[config.mk]
export PLATFORM = sky130hd
export DESIGN_NAME = pipe_hazard_ctrl
export DESIGN_NICKNAME = d
export VERILOG_FILES = /design/src/rtl/pipe_ctrl_pkg.sv /design/src/rtl/pipe_hazard_ctrl_hazard_detect.sv /design/src/rtl/pipe_hazard_ctrl.sv
export SDC_FILE = /design/constraint.sdc
export NUM_CORES = 1
export LEC_CHECK = 0
export CORE_MARGIN = 3
export CORE_UTILIZATION = 50
export CTS_BUF_LIST = sky130_fd_sc_hd__clkbuf_4 sky130_fd_sc_hd__clkbuf_8
export DETAILED_ROUTE_END_ITERATION = 8
export GPL_ROUTABILITY_DRIVEN = 0
export GPL_TIMING_DRIVEN = 0
export PLACE_DENSITY = 0.88
export SLEW_MARGIN = 20
export SYNTH_ARGS = -nofsm -noshare
export SYNTH_HDL_FRONTEND = slang
export SYNTH_SLANG_ARGS = --single-unit
export TNS_END_PERCENT = 1
[constraint.sdc]
create_clock -name clk -period 6.4 [get_ports clk]
set_input_delay 1.28 -clock clk [delete_from_list [all_inputs] [get_ports clk]]
set_output_delay 1.28 -clock clk [all_outputs]
set_load 0.005 [all_outputs]
[src/rtl/pipe_ctrl_pkg.sv]
// Shared definitions for the pipeline hazard controller: FSM states, the
// pipeline NOP encoding and default parameter values.
package pipe_ctrl_pkg;

  typedef enum logic [1:0] {
    ST_RUN      = 2'd0,
    ST_MEM_WAIT = 2'd1,
    ST_HALT     = 2'd2
  } state_e;

  // Encoding loaded into IF/ID, ID/EX or MEM/WB whenever a flush or bubble is requested
  localparam logic [31:0] NOP_INSTR = 32'h0000_0020;

  localparam int MAX_WAIT_DEF = 16;
  localparam int CNT_W_DEF    = 16;

endpackage

[src/rtl/pipe_hazard_ctrl_hazard_detect.sv]
// Combinational load-use detector: flags an ID instruction that reads the
// destination of a load currently in EX (register 0 never creates a hazard).
module hazard_detect (
  input  logic [4:0] id_rs_i,
  input  logic [4:0] id_rt_i,
  input  logic       id_uses_rt_i,
  input  logic       idex_memread_i,
  input  logic [4:0] idex_rt_i,
  output logic       load_use_o
);

  logic rs_match_s;
  logic rt_match_s;

  assign rs_match_s = (idex_rt_i == id_rs_i);
  assign rt_match_s = id_uses_rt_i && (idex_rt_i == id_rt_i);
  assign load_use_o = idex_memread_i && (idex_rt_i != 5'd0) && (rs_match_s || rt_match_s);

endmodule

[src/rtl/pipe_hazard_ctrl.sv]
// Five-stage pipeline hazard controller: memory-wait freeze with timeout,
// taken-branch flush and load-use stall, plus a saturating stall counter.
module pipe_hazard_ctrl
  import pipe_ctrl_pkg::*;
#(
  parameter int MAX_WAIT = MAX_WAIT_DEF,
  parameter int CNT_W    = CNT_W_DEF
) (
  input  logic             clk,
  input  logic             rst_n,
  input  logic [4:0]       id_rs,
  input  logic [4:0]       id_rt,
  input  logic             id_uses_rt,
  input  logic             idex_memread,
  input  logic [4:0]       idex_rt,
  input  logic             ex_branch_taken,
  input  logic             mem_req,
  input  logic             mem_ready,
  output logic             pc_write,
  output logic             pc_src_branch,
  output logic             ifid_write,
  output logic             idex_write,
  output logic             exmem_write,
  output logic             ifid_flush,
  output logic             idex_bubble,
  output logic             memwb_bubble,
  output logic             mem_timeout,
  output logic [CNT_W-1:0] stall_cycles,
  output logic [1:0]       state_o
);

  localparam int WCNT_W = $clog2(MAX_WAIT + 1);

  state_e             state_q, state_d;
  logic [WCNT_W-1:0]  wait_cnt_q, wait_cnt_d;
  logic               mem_timeout_q, mem_timeout_d;
  logic [CNT_W-1:0]   stall_cycles_q;

  logic load_use_s;
  logic mem_stall_s;
  logic freeze_s;
  logic run_eval_s;

  hazard_detect u_hazard_detect (
    .id_rs_i        (id_rs),
    .id_rt_i        (id_rt),
    .id_uses_rt_i   (id_uses_rt),
    .idex_memread_i (idex_memread),
    .idex_rt_i      (idex_rt),
    .load_use_o     (load_use_s)
  );

  assign mem_stall_s = mem_req && !mem_ready;

  // Next-state logic; freeze_s and run_eval_s are mutually exclusive
  always_comb begin
    freeze_s      = 1'b0;
    run_eval_s    = 1'b0;
    state_d       = state_q;
    wait_cnt_d    = wait_cnt_q;
    mem_timeout_d = mem_timeout_q;
    case (state_q)
      ST_RUN: begin
        if (mem_stall_s) begin
          freeze_s   = 1'b1;
          wait_cnt_d = WCNT_W'(1);
          if (MAX_WAIT <= 1) begin
            state_d       = ST_HALT;
            mem_timeout_d = 1'b1;
          end else begin
            state_d = ST_MEM_WAIT;
          end
        end else begin
          run_eval_s = 1'b1;
        end
      end
      ST_MEM_WAIT: begin
        if (!mem_ready) begin
          freeze_s   = 1'b1;
          wait_cnt_d = wait_cnt_q + WCNT_W'(1);
          // Counter reaching MAX_WAIT on this cycle means MAX_WAIT stalled cycles in a row
          if (wait_cnt_q == WCNT_W'(MAX_WAIT - 1)) begin
            state_d       = ST_HALT;
            mem_timeout_d = 1'b1;
          end else begin
            state_d = ST_MEM_WAIT;
          end
        end else begin
          run_eval_s = 1'b1;
          state_d    = ST_RUN;
          wait_cnt_d = '0;
        end
      end
      ST_HALT: begin
        freeze_s = 1'b1;
        state_d  = ST_HALT;
      end
      default: begin
        freeze_s      = 1'b1;
        state_d       = ST_HALT;
        mem_timeout_d = 1'b1;
      end
    endcase
  end

  // Pipeline control outputs: freeze beats branch, branch squashes load-use
  always_comb begin
    pc_write      = 1'b1;
    pc_src_branch = 1'b0;
    ifid_write    = 1'b1;
    idex_write    = 1'b1;
    exmem_write   = 1'b1;
    ifid_flush    = 1'b0;
    idex_bubble   = 1'b0;
    memwb_bubble  = 1'b0;
    if (freeze_s) begin
      pc_write     = 1'b0;
      ifid_write   = 1'b0;
      idex_write   = 1'b0;
      exmem_write  = 1'b0;
      memwb_bubble = 1'b1;
    end else if (run_eval_s && ex_branch_taken) begin
      pc_src_branch = 1'b1;
      ifid_flush    = 1'b1;
      idex_bubble   = 1'b1;
    end else if (run_eval_s && load_use_s) begin
      pc_write    = 1'b0;
      ifid_write  = 1'b0;
      idex_bubble = 1'b1;
    end else begin
      pc_write = 1'b1;
    end
  end

  // Controller state, wait counter and sticky timeout flag
  always_ff @(posedge clk or negedge rst_n) begin
    if (!rst_n) begin
      state_q       <= ST_RUN;
      wait_cnt_q    <= '0;
      mem_timeout_q <= 1'b0;
    end else begin
      state_q       <= state_d;
      wait_cnt_q    <= wait_cnt_d;
      mem_timeout_q <= mem_timeout_d;
    end
  end

  // Saturating count of cycles in which the PC is held
  always_ff @(posedge clk or negedge rst_n) begin
    if (!rst_n) begin
      stall_cycles_q <= '0;
    end else if (!pc_write && (stall_cycles_q != {CNT_W{1'b1}})) begin
      stall_cycles_q <= stall_cycles_q + CNT_W'(1);
    end else begin
      stall_cycles_q <= stall_cycles_q;
    end
  end

  assign mem_timeout  = mem_timeout_q;
  assign stall_cycles = stall_cycles_q;
  assign state_o      = state_q;

endmodule

After elaboration in Yosys (flattened, before gate mapping)
Cells that the tools add are included.
{"block": "word_totals", "register_bits": 24, "latch_bits": 0, "mem_bits_rw": 0, "rom_bits": 0, "in_bits": 22, "wordCells": 58, "mem_count": 0}
{"block": "classes", "addsub": 2, "multipliers": 0, "n_div": 0, "n_lt_le_gt_ge": 0, "n_eq_ne": 9, "shift": 0, "n_mux": 26, "bitwise": 1, "n_reduce_logical": 16}
{"operator": "$add 16x1->16 const B", "count": 1}
{"operator": "$mux 1", "count": 16}
{"operator": "$ne 16x16->1 const B", "count": 1}
{"operator": "$eq 5x5->1", "count": 2}
{"operator": "$mux 5", "count": 2}
{"operator": "$pmux 5 s2", "count": 1}
{"operator": "$logic_and 1x1->1", "count": 7}
{"operator": "$mux 2", "count": 3}
{"operator": "$ne 2x2->1 const B", "count": 3}
{"operator": "$pmux 1 s2", "count": 3}
{"operator": "$add 5x1->5 const B", "count": 1}
{"operator": "$eq 5x4->1 const B", "count": 1}
{"operator": "$reduce_bool 5->1", "count": 1}
{"operator": "$pmux 2 s2", "count": 1}
{"operator": "$reduce_and 3->1", "count": 1}
{"operator": "$eq 2x1->1 const B", "count": 1}
{"operator": "$eq 2x2->1 const B", "count": 1}
{"operator": "$logic_not 1->1", "count": 2}
{"operator": "$logic_not 2->1", "count": 1}
{"operator": "$reduce_and 2->1", "count": 1}
{"operator": "$reduce_bool 2->1", "count": 1}
{"operator": "$reduce_or 2->1", "count": 1}
{"operator": "$logic_or 1x1->1", "count": 1}
{"operator": "$not 1->1", "count": 1}

Logic depth before layout (Yosys ltp)
Gate-level depths: netlist of the first run.
{"block": "depth", "ltp_word": 10, "mapped_depth": 7, "mapped_depth_nobuf": 6}

Modules after synthesis
From an unflattened synthesis of the first run, not the netlist that was laid out.
{"block": "hier_totals", "cells_unflattened": 129, "hier_area_um2": 1343.8}
{"module": "pipe_hazard_ctrl", "n_inst": 1, "cells_each": 112, "area_each_um2": 1211.2}
{"module": "hazard_detect", "n_inst": 1, "cells_each": 17, "area_each_um2": 132.6}

Worst setup path after synthesis of the first run
No wires, ideal clock.
{"block": "synth_timing", "kind": "in2out", "start": "input port idex_rt[1]", "end": "output port pc_write", "t_arrival_ns": 2.611, "t_required_ns": 5.120, "path_slack_ns": 2.509, "path_stages": 5, "n_path_buf": 2, "path_cell_list": "or4_2 o21ai_0 o31a_4 buf_6 buf_4"}
{"block": "synth_between", "elab_chain_len": 8}
{"item": "start, declared", "line_no": "pipe_hazard_ctrl.sv:15", "text": "input logic [4:0] idex_rt,"}
{"item": "$eq 5x5->1", "line_no": "pipe_hazard_ctrl_hazard_detect.sv:16", "text": "assign rt_match_s = id_uses_rt_i && (idex_rt_i == id_rt_i);"}
{"item": "$logic_and 1x1->1", "line_no": "pipe_hazard_ctrl_hazard_detect.sv:16"}
{"item": "$logic_or 1x1->1", "line_no": "pipe_hazard_ctrl_hazard_detect.sv:17", "text": "assign load_use_o = idex_memread_i && (idex_rt_i != 5'd0) && (rs_match_s || rt_match_s);"}
{"item": "$logic_and 1x1->1 *", "line_no": "pipe_hazard_ctrl_hazard_detect.sv:17"}
{"item": "$logic_and 1x1->1 *", "line_no": "pipe_hazard_ctrl.sv:126", "text": "end else if (run_eval_s && load_use_s) begin"}
{"item": "$mux 1 * (3 in a row)"}
{"item": "end, declared", "line_no": "pipe_hazard_ctrl.sv:19", "text": "output logic pc_write,"}
Mark *: on every way between the ends. The rest lies on a longest branch, timed or not.

Final worst setup path of the first run
{"block": "layout_timing", "start": "input port idex_rt[1]", "end": "output port pc_write"}
{"block": "layout_between", "elab_chain_len": 8}
{"item": "$eq 5x5->1", "line_no": "pipe_hazard_ctrl_hazard_detect.sv:16"}
{"item": "$logic_and 1x1->1", "line_no": "pipe_hazard_ctrl_hazard_detect.sv:16"}
{"item": "$logic_or 1x1->1", "line_no": "pipe_hazard_ctrl_hazard_detect.sv:17"}
{"item": "$logic_and 1x1->1 *", "line_no": "pipe_hazard_ctrl_hazard_detect.sv:17"}
{"item": "$logic_and 1x1->1 *", "line_no": "pipe_hazard_ctrl.sv:126"}
{"item": "$mux 1 *", "line_no": "pipe_hazard_ctrl.sv:126"}
{"item": "$mux 1 *", "line_no": "pipe_hazard_ctrl.sv:122", "text": "end else if (run_eval_s && ex_branch_taken) begin"}
{"item": "$mux 1 *", "line_no": "pipe_hazard_ctrl.sv:116", "text": "if (freeze_s) begin"}
Marked as above.

==> results of run 1 <==
state kept, by name (all words and copies together) (netlist names):
register / cells
state_o: 2
mem_timeout: 1
stall_cycles: 16
wait_cnt_q: 5
power groups by stage:
stage | Combinational, mW | Sequential (mW) | Clock, mW
2_1_floorplan | 0.0558 | 0.216 | 0
3_3_place_gp | 0.140 | 0.217 | 0
3_5_place_dp | 0.143 | 0.219 | 0
4_1_cts | 0.145 | 0.217 | 0.0816
5_1_grt | 0.158 | 0.223 | 0.0876
6_report | 0.143 | 0.217 | 0.0785
how the worst max path moves through the flow:
stage / end / slack, ps / cells past startpoint
5_1_grt: pc_write / 1310 / 7
6_report: pc_write / 1370 / 7
3_5_place_dp: pc_write / 1380 / 7
4_1_cts: pc_write / 1360 / 7
3_3_place_gp: pc_write / 1440 / 7
2_1_floorplan: pc_write / 2510 / 5
worst max-delay path: stages:
cell and delay (ps):
clkdlybuf4s50_1 470, or4_2 690, o21ai_0 320, o31a_4 230, buf_6 170, buf_4 110
clkdlybuf4s50_1 480
cell usage after synthesis, types with 2 or more instances:
cell type / n
nor2_1: 12
ha_1: 3
dfrtp_1: 24
inv_1: 5
nor3b_1: 2
nand4_1: 4
a21o_1: 2
nand2_1: 9
a22o_1: 2
and3_1: 4
buf_2: 2
xor2_1: 22
nor3_1: 12
nand3_1: 8
o21ai_0: 3
buf_4: 3
nor4_1: 3
mux2_2: 3
per-stage QoR:
| stage | total power [mW] | instance area (um^2) | instances |
|---|---|---|---|
| after floorplan | 0.272 | 1390 | 139 |
| final | 0.438 | 1940 | 221 |
| after global routing | 0.469 | 1940 | 221 |
| after CTS | 0.443 | 1940 | 221 |
| after detailed placement | 0.362 | 1910 | 217 |
| after global placement | 0.358 | 1910 | 217 |
routing by layer:
layer | routed length, um | global-route usage (%)
met5 | 0 | 0
met4 | 15 | 7.12
met1 | 1400 | 27.3
met2 | 1700 | 36.5
met3 | 228 | 3.95
kinds of logic (layout without fill, tap and decap cells):
| family | Yosys count | count (layout) | share of synthesized area (%) |
|---|---|---|---|
| xor gates and xnor gates | 23 | 23 | 14.5 |
| adders and majority gates | 3 | 3 | 2.70 |
| AOI/OAI and AO/OA | 13 | 13 | 7.48 |
| muxes | 4 | 4 | 3.15 |
| buffers and inverters | 11 | 63 | 4.50 |
| DFF | 24 | 24 | 43.2 |
| and+or+nand+nor | 61 | 61 | 24.4 |
cell type report:
class	instances	area, um^2
Buffer	6	43.8
Clock buffer	4	36.3
Fill cell	198	629
Inverter	5	18.8
Multi-Input combinational cell	104	726
Sequential cell	24	601
Tap cell	30	37.5
Timing Repair Buffer	48	475
==> impl_metrics.ini, run 1 <==
[clocking]
htreeDepth = 1
clockRootBuffer = clkbuf_4
hold_buffers = 0
ctsResizeCount = 0
post_cts_buffers = 0
cts_max_path_buffers = 2
cts_tree = yes
cts_buffers = 3
cts_sinks = 24
clock_latency_ps = 310
cts.clk_slew.worst_paths_ps = 120

[detailed_routing]
antenna_left = 0
vias_per_cell = 5.62
firstDrtPassIters = 4
via_count = 1241
routed_wl_mm = 3.34
routedWlPerCell_um = 15.1
post-route-drc-count = 0
drt-initial-drc-count = 59

[layout]
drive_gt1_share_pct = 9.95
final_util_pct = 75.5
fin_nets = 217
areaGrowthSynthToFinish_pct = 39.5
layout_commonest_cell = clkdlybuf4s50_1
diodes = 0
layout_common_cells = clkdlybuf4s50_1 (47), dfrtp_1 (24), xor2_1 (22), nor2_1 (12), nor3_1 (12)

[power]
p_leak_nw = 0.853
p_comb_share_pct = 32.6
seqPwrFrac_pct = 49.5
power_switching_mw = 0.134
peakVddDrop_v = 0.000213
p_sw_share_pct = 30.7
powerDensity_nw_per_um2 = 226
internal-power_mw = 0.303
pwr-share-clk_pct = 17.9

[synth]
ys_types = 34
postSynthCellCount = 139
ys.flop_type = dfrtp_1
yosys_warnings = 0
yosys.area.top_type = dfrtp_1
syn_area_um2 = 1390
synth_top_area_share_pct = 43.2
ys_seq_elements = 24
synth-async-reset-ratio_pct = 100
syn_nets = 164
syn_avg_cell_area_um2 = 9.99
yosysSeqAreaShare_pct = 43.2
synth_edf_count = 0
synthTopCellsByArea = dfrtp_1 (43%), xor2_1 (14%), nor3_1 (4.3%)

[grt]
grt_remaining_overflow = 0
first_global_vias = 1271
grt_first_pass_wirelength_mm = 5.62
grt_max_degree = 25
grt_use_total_pct = 21.4
antenna_found_initial = 0

[timing]
finalSetupViolations = 0
fin_crit_ps = 5030
worst_slack_ps = 1370
fin_tns_setup_ps = 0
grt_setup_unrepaired = false
hold_viol = 0
slew_headroom_pct = 57.0
final.setup_skew_ps = 6.31
fmaxAchievable_mhz = 199
final_max_slew_viol_count = 0
holdWs_ps = 476
fin_crit_sh_pct = 78.5
worst_slew_pin_slew_ps = 640

[critical_path]
arrival_ps = 3750
reg2reg_to = stall_cycles[4]
reg2regPathDepth = 7
path_class = in2out
r2r_setup_slack_ps = 4130
startpoint = idex_rt[1]
end_kind = primary output
startpoint_type = primary input
critical_path_required_ps = 5120
worstPathMaxFanout = 11
timing.rr.start = stall_cycles[0]

[worst_hold_path]
holdPathStages = 1
hp-start = mem_timeout
whs_endpoint = mem_timeout
hold_path_class = reg2reg

[floorplan]
initial_utilization_pct = 54.1
die_x_um = 58.7
ioPinCount = 49
die_area_um2 = 3450
core_um2 = 2570
rows = 18
chipHeight_um = 58.7

[place]
post-place-ws_ps = 1380
port_buffers = 48
hpwlAfterDp_mm = 2.57

[flow_run]
cap_viol_max_count = 0

[status]
status = completed
(Power assumes the default switching activity.)
==> run 2: changes to the inputs <==
CORE_UTILIZATION = 42   (was 50)
PLACE_DENSITY = 0.78   (was 0.88)
clock period = 4.6 ns   (was 6.4 ns; I/O delays follow)
==> impl_metrics.ini, run 2 (synthesis results as in run 1) <==
[clocking]
cts_buffers = 3
hold_buffers = 0
post_cts_buffers = 0
cts.clk_slew.worst_paths_ps = 120
cts_max_path_buffers = 2
cts_tree = yes
clockRootBuffer = clkbuf_4
ctsResizeCount = 0
cts_sinks = 24
clock_latency_ps = 310
htreeDepth = 1

[floorplan]
chipHeight_um = 63.5
die_area_um2 = 4030
die_x_um = 63.5
core_um2 = 3100
rows = 20
initial_utilization_pct = 44.8
ioPinCount = 49

[timing]
final.setup_skew_ps = 5.62
holdWs_ps = 469
final_max_slew_viol_count = 0
worst_slew_pin_slew_ps = 594
grt_setup_unrepaired = false
finalSetupViolations = 0
slew_headroom_pct = 60.1
fin_tns_setup_ps = 0
hold_viol = 0
worst_slack_ps = 306
fmaxAchievable_mhz = 233
fin_crit_ps = 4290
fin_crit_sh_pct = 93.3

[place]
port_buffers = 48
dpl.cell_count = 231
hpwlAfterDp_mm = 2.56
post-place-ws_ps = 287

[power]
seqPwrFrac_pct = 49.4
p_sw_share_pct = 31.2
internal-power_mw = 0.422
p_leak_nw = 0.853
powerDensity_nw_per_um2 = 314
peakVddDrop_v = 0.000275
pwr-share-clk_pct = 17.9
power_switching_mw = 0.191
p_comb_share_pct = 32.7

[critical_path]
startpoint_type = primary input
crit_family = buffers and inverters
slowest_delay_ps = 680
critical_path_required_ps = 3680
cpMaxStageDelayCell = or4_2
crit_top_cell = clkdlybuf4s50_1
timing.rr.start = stall_cycles[0]
r2r_setup_slack_ps = 2360
critPathBufInv = 4
arrival_ps = 3370
worstPathMaxFanout = 11
reg2regPathDepth = 7
crit_cells = 7
path_class = in2out
reg2reg_to = stall_cycles[13]
end_kind = primary output
crit_chain = clkdlybuf4s50_1 > or4_2 > o21ai_0 > o31a_4 > buf_6 > buf_4 > clkdlybuf4s50_1

[layout]
layout_commonest_cell = clkdlybuf4s50_1
fin_nets = 217
layout_common_cells = clkdlybuf4s50_1 (47), dfrtp_1 (24), xor2_1 (22), nor2_1 (12), nor3_1 (12)
largest_reg_flops = 16
finalNonFillerCells = 235
diodes = 0
drive_gt1_share_pct = 9.95
areaGrowthSynthToFinish_pct = 40.8
final_util_pct = 63.0

[grt]
antenna_found_initial = 0
grt_use_total_pct = 17.6
grt_remaining_overflow = 0
first_global_vias = 1270
grt_max_degree = 25
grt_first_pass_wirelength_mm = 5.73

[detailed_routing]
routedWlPerCell_um = 14.3
drt-initial-drc-count = 36
vias_per_cell = 5.25
post-route-drc-count = 0
via_count = 1234
firstDrtPassIters = 4
routed_wl_mm = 3.36
antenna_left = 0

[worst_hold_path]
holdPathStages = 1
hold_path_class = reg2reg
hp-start = mem_timeout
whs_endpoint = mem_timeout

[status]
status = completed

[flow_run]
cap_viol_max_count = 0
## run 2: final cells by class
| class | instances | area (um^2) |
|---|---|---|
| Inverter | 5 | 18.8 |
| Sequential cell | 24 | 601 |
| Multi-Input combinational cell | 104 | 726 |
| Buffer | 6 | 43.8 |
| Clock buffer | 4 | 36.3 |
| Fill cell | 288 | 1150 |
| Tap cell | 44 | 55.1 |
| Timing Repair Buffer | 48 | 475 |
## run 2: power by group through the flow
stage / Combinational [mW] / Sequential (mW) / Clock (mW)
2_1_floorplan: 0.0776 / 0.301 / 0
3_3_place_gp: 0.196 / 0.303 / 0
3_5_place_dp: 0.201 / 0.306 / 0
4_1_cts: 0.204 / 0.302 / 0.115
5_1_grt: 0.222 / 0.310 / 0.125
6_report: 0.201 / 0.303 / 0.110
## run 2: worst max-delay path by stage
stage | slack (ps) | start | endpoint
3_5_place_dp | 290 | idex_rt[1] | pc_write
3_3_place_gp | 320 | idex_rt[1] | pc_write
2_1_floorplan | 1430 | idex_rt[1] | pc_write
4_1_cts | 280 | idex_rt[1] | pc_write
6_report | 310 | idex_rt[1] | pc_write
5_1_grt | 190 | idex_rt[1] | pc_write
## run 2: worst reg2reg max path, stage by stage, from the launching register on
cell	delay [ps]
dfrtp_1	440
ha_1	180
and3_1	200
nand3_1	210
nor3_1	530
buf_2	320
nor4_1	100
xor2_1	150
## run 2: per-layer routing
metal / GRT usage [%] / share of wire [%] / vias to the layer above
li1: - / - / 593
met1: 21.1 / 44 / 576
met2: 31.3 / 48 / 60
met3: 3.74 / 6.9 / 5
met4: 4.85 / 1.0 / 0
met5: 0 / 0 / -
## run 2: metrics by stage
step	instance area, um^2	total power, mW
3_3_place_gp	1920	0.499
6_report	1960	0.613
3_5_place_dp	1920	0.507
5_1_grt	1960	0.656
2_1_floorplan	1390	0.378
4_1_cts	1960	0.621
